--- src/rtl/mul_arb_pkg.sv ---
// Shared constants for the multiplier job arbiter: FSM encodings and default sizing.
package mul_arb_pkg;

    localparam int unsigned ARB_W_DEFAULT       = 32;
    localparam int unsigned ARB_TIMEOUT_DEFAULT = 20;

    localparam int unsigned ST_W = 2;

    localparam logic [ST_W-1:0] ST_IDLE  = 2'd0;
    localparam logic [ST_W-1:0] ST_ISSUE = 2'd1;
    localparam logic [ST_W-1:0] ST_WAIT  = 2'd2;
    localparam logic [ST_W-1:0] ST_RESP  = 2'd3;

endpackage

--- src/rtl/rr_pick.sv ---
// Combinational round-robin picker: first set request at or after ptr, wrapping.
module rr_pick #(
    parameter int unsigned N = 2,
    localparam int unsigned IW = (N > 1) ? $clog2(N) : 1
) (
    input  logic [N-1:0]  req,
    input  logic [IW-1:0] ptr,
    output logic [IW-1:0] id_c,
    output logic          any_c
);

    int unsigned sum;

    always_comb begin
        id_c  = '0;
        any_c = 1'b0;
        sum   = 0;
        for (int unsigned i = 0; i < N; i++) begin
            sum = 32'(ptr) + i;
            if (sum >= N) begin
                sum = sum - N;
            end
            if (!any_c && req[IW'(sum)]) begin
                any_c = 1'b1;
                id_c  = IW'(sum);
            end
        end
    end

endmodule

--- src/rtl/mul_job_arbiter.sv ---
// Round-robin front end sharing one multiplier engine among N_REQ requesters,
// with timeout/abort recovery so no requester waits forever.
module mul_job_arbiter
    import mul_arb_pkg::*;
#(
    parameter int unsigned N_REQ   = 2,
    parameter int unsigned W       = ARB_W_DEFAULT,
    parameter int unsigned TIMEOUT = ARB_TIMEOUT_DEFAULT
) (
    input  logic               clk,
    input  logic               reset,
    input  logic [N_REQ-1:0]   req,
    input  logic [N_REQ*W-1:0] req_a,
    input  logic [N_REQ*W-1:0] req_b,
    input  logic               abort,
    output logic [N_REQ-1:0]   ack,
    output logic [N_REQ-1:0]   rsp_valid,
    output logic [2*W-1:0]     rsp_result,
    output logic               rsp_err,
    output logic               eng_op_start,
    output logic               eng_op_clear,
    output logic [W-1:0]       eng_a,
    output logic [W-1:0]       eng_b,
    input  logic               eng_done,
    input  logic [2*W-1:0]     eng_result
);

    localparam int unsigned IW = (N_REQ > 1) ? $clog2(N_REQ) : 1;
    localparam int unsigned TW = $clog2(TIMEOUT);

    logic [ST_W-1:0]  state, state_nxt;
    logic [IW-1:0]    rr_ptr, rr_ptr_nxt;
    logic [IW-1:0]    id, id_nxt;
    logic [TW-1:0]    timer, timer_nxt;
    logic [W-1:0]     eng_a_nxt, eng_b_nxt;
    logic [N_REQ-1:0] ack_nxt, rsp_valid_nxt;
    logic [2*W-1:0]   rsp_result_nxt;
    logic             rsp_err_nxt, eng_op_start_nxt, eng_op_clear_nxt;

    logic [IW-1:0]    pick_id;
    logic             pick_any;
    logic [W-1:0]     a_sel, b_sel;

    rr_pick #(.N(N_REQ)) u_pick (
        .req   (req),
        .ptr   (rr_ptr),
        .id_c  (pick_id),
        .any_c (pick_any)
    );

    // Operand mux for the requester the picker selected this cycle.
    always_comb begin
        a_sel = '0;
        b_sel = '0;
        for (int unsigned i = 0; i < N_REQ; i++) begin
            if (pick_id == IW'(i)) begin
                a_sel = req_a[i*W +: W];
                b_sel = req_b[i*W +: W];
            end
        end
    end

    // Next state; outputs are decoded for the state being entered so they register with it.
    always_comb begin
        state_nxt        = state;
        rr_ptr_nxt       = rr_ptr;
        id_nxt           = id;
        timer_nxt        = timer;
        eng_a_nxt        = eng_a;
        eng_b_nxt        = eng_b;
        ack_nxt          = '0;
        rsp_valid_nxt    = '0;
        rsp_result_nxt   = '0;
        rsp_err_nxt      = 1'b0;
        eng_op_start_nxt = 1'b0;
        eng_op_clear_nxt = 1'b0;

        case (state)
            ST_IDLE: begin
                if (pick_any) begin
                    id_nxt           = pick_id;
                    eng_a_nxt        = a_sel;
                    eng_b_nxt        = b_sel;
                    ack_nxt          = N_REQ'(1) << pick_id;
                    eng_op_start_nxt = 1'b1;
                    state_nxt        = ST_ISSUE;
                end
            end
            ST_ISSUE: begin
                timer_nxt = '0;
                state_nxt = ST_WAIT;
            end
            ST_WAIT: begin
                // Done takes priority over a same-cycle abort or timeout.
                if (eng_done) begin
                    rsp_valid_nxt    = N_REQ'(1) << id;
                    rsp_result_nxt   = eng_result;
                    eng_op_clear_nxt = 1'b1;
                    state_nxt        = ST_RESP;
                end else if (abort || (timer == TW'(TIMEOUT - 1))) begin
                    rsp_valid_nxt    = N_REQ'(1) << id;
                    rsp_err_nxt      = 1'b1;
                    eng_op_clear_nxt = 1'b1;
                    state_nxt        = ST_RESP;
                end else begin
                    timer_nxt = timer + TW'(1);
                end
            end
            ST_RESP: begin
                rr_ptr_nxt = (id == IW'(N_REQ - 1)) ? '0 : id + IW'(1);
                state_nxt  = ST_IDLE;
            end
            default: begin
                eng_a_nxt = '0;
                eng_b_nxt = '0;
                state_nxt = ST_IDLE;
            end
        endcase
    end

    always_ff @(posedge clk) begin
        if (reset) begin
            state        <= ST_IDLE;
            rr_ptr       <= '0;
            id           <= '0;
            timer        <= '0;
            eng_a        <= '0;
            eng_b        <= '0;
            ack          <= '0;
            rsp_valid    <= '0;
            rsp_result   <= '0;
            rsp_err      <= 1'b0;
            eng_op_start <= 1'b0;
            eng_op_clear <= 1'b0;
        end else begin
            state        <= state_nxt;
            rr_ptr       <= rr_ptr_nxt;
            id           <= id_nxt;
            timer        <= timer_nxt;
            eng_a        <= eng_a_nxt;
            eng_b        <= eng_b_nxt;
            ack          <= ack_nxt;
            rsp_valid    <= rsp_valid_nxt;
            rsp_result   <= rsp_result_nxt;
            rsp_err      <= rsp_err_nxt;
            eng_op_start <= eng_op_start_nxt;
            eng_op_clear <= eng_op_clear_nxt;
        end
    end

endmodule

--- config.mk ---
export PLATFORM = sky130hd
export DESIGN_NAME = mul_job_arbiter
export DESIGN_NICKNAME = d
export VERILOG_FILES = /design/src/rtl/mul_arb_pkg.sv /design/src/rtl/rr_pick.sv /design/src/rtl/mul_job_arbiter.sv
export SDC_FILE = /design/constraint.sdc
export NUM_CORES = 1
export LEC_CHECK = 0
export ABC_AREA = 1
export CORE_ASPECT_RATIO = 0.6
export CORE_MARGIN = 5
export CORE_UTILIZATION = 38
export CTS_CLUSTER_DIAMETER = 80
export CTS_CLUSTER_SIZE = 20
export DETAILED_ROUTE_END_ITERATION = 12
export GPL_TIMING_DRIVEN = 0
export PLACE_DENSITY = 0.85
export SKIP_CTS_REPAIR_TIMING = 1
export SYNTH_ARGS = -nofsm -noshare
export SYNTH_HDL_FRONTEND = slang
export SYNTH_SLANG_ARGS = --single-unit
--- constraint.sdc ---
create_clock -name clk -period 4.44 [get_ports clk]
set_clock_uncertainty 0.2 [all_clocks]
set_input_delay 0.888 -clock clk [delete_from_list [all_inputs] [get_ports clk]]
set_output_delay 0.888 -clock clk [all_outputs]
set_load 0.005 [all_outputs]
; Word level (Yosys, flattened, before mapping)
; Index checks and enable logic that the tools add are counted.
[op_classes]
n_addsub = 5
magnitude_cmp = 4
eq_ne = 8
n_shift = 2
n_mux = 25
bitwise_logic = 4
reduce_logical = 13
[op_table]
columns = operator, n
row1 = 2-to-1 mux 32 bit, 2
row2 = 2-to-1 mux 1 bit, 14
row3 = 2-to-1 mux 2 bit, 5
row4 = 2-to-1 mux 5 bit, 2
row5 = one-hot mux 5 bit (2 select lines), 1
row6 = OR reduction 3 bit, 3
row7 = one-hot mux 2 bit (4 select lines), 1
row8 = "!= test 2 bit, second input constant", 3
row9 = "adder 5 x 1 -> 5 bit, second input constant", 1
row10 = "equality test 5 bit, second input constant", 1
row11 = "equality test 2 bit, second input constant", 2
row12 = "less-than comparator 1 x 2 -> 1 bit, second input constant", 2
row13 = NOT 1 bit, 4
row14 = AND reduction 2 bit, 2
row15 = OR reduction 2 bit, 2
row16 = "<< shifter 1 x 1 -> 2 bit, first input constant", 2
row17 = "!= test 3 bit, second input constant", 1
row18 = AND reduction 3 bit, 1
row19 = "adder 1 x 1 -> 2 bit, second input constant", 1
row20 = "equality test 2 x 1 -> 1 bit, second input constant", 1
row21 = ">= comparator 1 x 2 -> 1 bit, second input constant", 1
row22 = ">= comparator 2 bit, second input constant", 1
row23 = logical NOT 2 bit, 1
row24 = nonzero test 2 bit, 1
row25 = 5 further kinds, 6
[word_totals]
regBits = 144
inputBits = 198
out_inout_bits = 135
wordCells = 73

; Logic depth before layout (Yosys ltp)
[depth]
ltp_word = 10
ltp_mapped = 10
ltp_nobuf = 8

; Hierarchy
; A second synthesis with hierarchy kept.
[unflattened]
cells_unflattened = 708
hier_area_um2 = 5794.3
[by_module_without_submodules]
columns = module, n_inst, cells_per_inst, area_each_um2
row1 = mul_job_arbiter, 1, 704, 5775.5
row2 = rr_pick, 1, 4, 18.8

; Worst setup path before layout
; Ideal clock, no wire load.
[synth_path]
path_type = input to register
startpoint = in req[1]
endpoint = reg eng_a[0]
setup_ns = 0.119
t_arrival_ns = 1.614
required_ns = 4.121
slack_ns = 2.507
cell_stages = 8
path_buffers = 2
cell_sequence = o21ai_2 nor2_4 inv_2 nor2_2 buf_4 buf_4 nand2_1 nand3_1
[synth_between]
elab_chain_len = 7
elab_cells_between_ends = 12
[synth_rtl]
columns = element, line
row1 = from (decl), mul_job_arbiter.sv:12  ; input logic [N_REQ-1:0] req,
row2 = 2-to-1 mux 1 bit (not written as such) (2 in series), rr_pick.sv:23  ; if (!any_c && req[IW'(sum)]) begin
row3 = 2-to-1 mux 1 bit, rr_pick.sv:23
row4 = logical NOT 1 bit, rr_pick.sv:23
row5 = logical AND 1 bit, rr_pick.sv:23
row6 = 2-to-1 mux 1 bit, rr_pick.sv:23
row7 = 2-to-1 mux 32 bit / AND reduction 2 bit (equally long branches), --
row8 = to (signal assigned), mul_job_arbiter.sv:140  ; eng_a <= eng_a_nxt;
row9 = to (decl), mul_job_arbiter.sv:22  ; output logic [W-1:0] eng_a,
; Several ways; a longest one is shown, not always the timed one. The select of a mux whose other input is x is not followed.
; A chain may end at the register's enable or synchronous reset.

; Worst setup path in the final report
[layout_path]
startpoint = reg eng_b[13]
endpoint = out eng_b[13]
[layout_rtl]
columns = element, line
row1 = from (decl), mul_job_arbiter.sv:23  ; output logic [W-1:0] eng_b,
row2 = from (signal assigned), mul_job_arbiter.sv:141  ; eng_b <= eng_b_nxt;
; No word-level cell between the ends.

==> impl_summary.txt <==
----------------------------------------------------
[Status]
  Outcome ... complete, no violations

[Global routing]
  Pin count of the biggest net entering global routing ... 17
  Via count of the first global-routing pass ... 4982
  Final global-route overflow total ... 0
  Initial antenna violation count ... 0
  Global routing usage summed across all routing layers ... 0.214
  Wire length of the first global-routing pass ... 26.0 mm

[Critical path]
  Arr. time, crit path ... 1.30 ns
  Slowest cell on the critical path ... sky130_fd_sc_hd__clkdlybuf4s50_1
  Critical-path cell list ... clkdlybuf4s50_1
  Kind of launch point of the worst setup path ... flip-flop
  Cell type group with the largest total delay on the critical path ... buffers and inverters
  Max FO, Critical Path ... 2
  Register-to-Register Setup Slack ... 2.51 ns
  Launch instance of the worst register-to-register path ... state[0]
  Critical path required time ... 3.35 ns
  Depth of the worst register-to-register path ... 7
  Critical Path Max Stage Delay ... 0.52 ns
  Termination of the worst setup path ... eng_b[13]
  Kind of capture point of the worst setup path ... primary output
  Worst setup path startpoint ... eng_b[13]
  Worst path bufs/invs ... 1
  Logic depth of the worst path, buffers included ... 1
  Capturing point of the worst reg2reg path ... rsp_result[32]
  Worst Setup Path Type ... reg2out

[Routing]
  Iteration-0 DRC Markers ... 242
  Detailed-route wire length ... 17.6 mm
  Wire length per cell ... 15.1 um
  Post-route antenna net violation count ... 0
  Drt first pass iters ... 4
  Via count ... 5150
  Via density per instance ... 4.43
  Post-route DRC ... 0

[STA]
  Sum of negative setup slack ... 0 ns
  Fmax achieved ... 0.419 GHz
  Transition time at the pin with the least slew margin ... 0.423 ns
  Number of failing setup endpoints in the final timing report ... 0
  Final cycle utilization of the critical path ... 0.538
  Fin. max-slew vios ... 0
  Time the final worst path needs with I/O delays and setup ... 2.39 ns
  RSZ-0062 raised after global routing ... false
  Worst rel slew slack ... 0.715
  Number of hold violations in the final report ... 0
  Worst setup margin ... 2.05 ns
  Final hold slack ... 0.272 ns

[Final layout]
  Commonest non-fill, non-tap cells in the layout ... sky130_fd_sc_hd__clkdlybuf4s50_1, sky130_fd_sc_hd__nand2_1, sky130_fd_sc_hd__dfxtp_1
  Proportion of layout cells with a drive suffix above 1 ... 0.0665
  Reg area ... 2880 um^2
  Number of cells in the finished layout apart from fillers ... 1163
  Final net count ... 1184
  Synthesis-to-finish area growth ... 82.4%
  Multi-input gate area in the final layout ... 1610 um^2
  ANT cells ... 0
  Commonest non-fill, non-tap cell in the layout ... sky130_fd_sc_hd__clkdlybuf4s50_1
  Final core occ ... 0.709
  Number of filler cells placed in the layout ... 990

[Die]
  Number of rows in the core area ... 32
  Starting density of the core ... 0.389
  Number of ports placed on the die boundary ... 333
  Horizontal extent of the die ... 158 um
  Area of the core region ... 12900 um^2
  Die area ... 15600 um^2
  Vertical die dimension ... 98.8 um

[CTS]
  Post-CTS clock slew at the launch and capture registers of the worst setup and hold paths ... 0.07 ns
  Clock sink count ... 144
  Deepest level of the CTS H-tree ... 4
  CTS tree ... built
  Buffer depth of the longest clock path ... 2
  CTS Buf Count ... 17
  Clock latency on the worst-skew pair ... 0.40 ns
  CTS root buf ... sky130_fd_sc_hd__clkbuf_16

[Placed design]
  Estimated wirelength of the detail-placed design ... 14.1 mm
  Pre-CTS setup slack ... 1.81 ns
  RePlAce Congestion ... 0.828
  Count of buffers from port buffering ... 331
  # placed instances ... 1132

[Power and ir drop]
  Static leakage ... 4.03 nW
  Peak supply drop ... 0.235 mV
  Areal power density over the cells ... 473 nW/um^2

[Synthesis]
  Number of instances in the synthesized netlist ... 631
  Syn_nets ... 834
  Post-Syn Area ... 5000 um^2
  Number of synthesized register bits ... 144
  Average cell area after synthesis ... 7.92 um^2
  Post-synthesis sequential area ratio ... 0.577
  Number of different library cells in the post-synthesis netlist ... 19
  Warnings, synthesis ... 0

[Hold path]
  Class of the worst hold path ... reg2reg

[Job]
  Number of violations of the max-capacitance limit ... 0

----------------------------------------------------
synthesized netlist by cell type:
library cell              instances  share of area
sky130_fd_sc_hd__a21o_1           1         0.0015
sky130_fd_sc_hd__a21oi_1          7         0.0070
sky130_fd_sc_hd__buf_2           10          0.010
sky130_fd_sc_hd__buf_4           12          0.018
sky130_fd_sc_hd__buf_6            6          0.014
sky130_fd_sc_hd__dfxtp_1        144           0.58
sky130_fd_sc_hd__ha_1             5          0.013
sky130_fd_sc_hd__inv_1           77          0.058
sky130_fd_sc_hd__inv_2            2         0.0015
sky130_fd_sc_hd__nand2_1        209           0.16
sky130_fd_sc_hd__nand3_1         72          0.072
sky130_fd_sc_hd__nand4_1          1         0.0013
sky130_fd_sc_hd__nor2_1          73          0.055
sky130_fd_sc_hd__nor2_2           2         0.0025
sky130_fd_sc_hd__nor2_4           1         0.0023
sky130_fd_sc_hd__nor3_1           1         0.0010
sky130_fd_sc_hd__o21ai_0          5         0.0050
sky130_fd_sc_hd__o21ai_2          2         0.0035
sky130_fd_sc_hd__xnor2_1          1         0.0018
state kept, by name (all words and copies together) (netlist names):
signal,cells
rsp_valid,2
rsp_result,64
timer,5
eng_b,32
rr_ptr,1
eng_op_clear,1
eng_a,32
rsp_err,1
id,1
eng_op_start,1
ack,2
state,2
where the power goes:
part	internal, mW	switching (mW)
logic	0.704	0.512
clock network	0.846	0.595
registers	1.53	0.121
total	3.08	1.23
worst min path at each step:
stage / from / end / cells after the start
after global placement: eng_a[21] / eng_a[21] / 2
after global routing: eng_a[15] / eng_a[15] / 2
after floorplan: id / rsp_valid[0] / 1
final: eng_a[13] / eng_a[13] / 2
after CTS: eng_a[25] / eng_a[25] / 2
after detailed placement: eng_a[25] / eng_a[25] / 2
through the flow:
stage	cell area [um^2]	power [mW]
4_1_cts	9120	4.35
3_3_place_gp	8520	2.87
3_5_place_dp	8520	2.90
6_report	9120	4.31
5_1_grt	9120	4.54
2_1_floorplan	5000	2.12
layout make-up:
| class | instances | share of cell area |
|---|---|---|
| Buffer | 28 | 0.0228 |
| Multi-Input combinational cell | 380 | 0.177 |
| Clock buffer | 17 | 0.0467 |
| Tap cell | 170 | 0.0233 |
| Sequential cell | 144 | 0.316 |
| Timing Repair Buffer | 331 | 0.363 |
| Inverter | 79 | 0.0325 |
| Clock inverter | 14 | 0.0185 |
cells by family after synthesis:
kind of cell / count (synthesis) / synth area share
compound gates: 15 / 0.0170
xor+xnor: 1 / 0.00175
fa+ha+maj: 5 / 0.0125
buf+inv: 107 / 0.101
flops: 144 / 0.577
simple gates: 359 / 0.291
layer usage:
layer / up-vias / wire, um / GRT usage
met2: 217 / 8930 / 0.387
li1: 2606 / - / -
met5: - / 0 / 0
met4: 0 / 142 / 0.0505
met1: 2314 / 6470 / 0.230
met3: 13 / 2040 / 0.0948
tightest hold or removal path: stages, from the launching register on:
cell                      delay (ns)
sky130_fd_sc_hd__dfxtp_1        0.32
sky130_fd_sc_hd__nand2_1        0.05
sky130_fd_sc_hd__nand3_1        0.07
No activity file was read; power rests on OpenSTA's default activity.
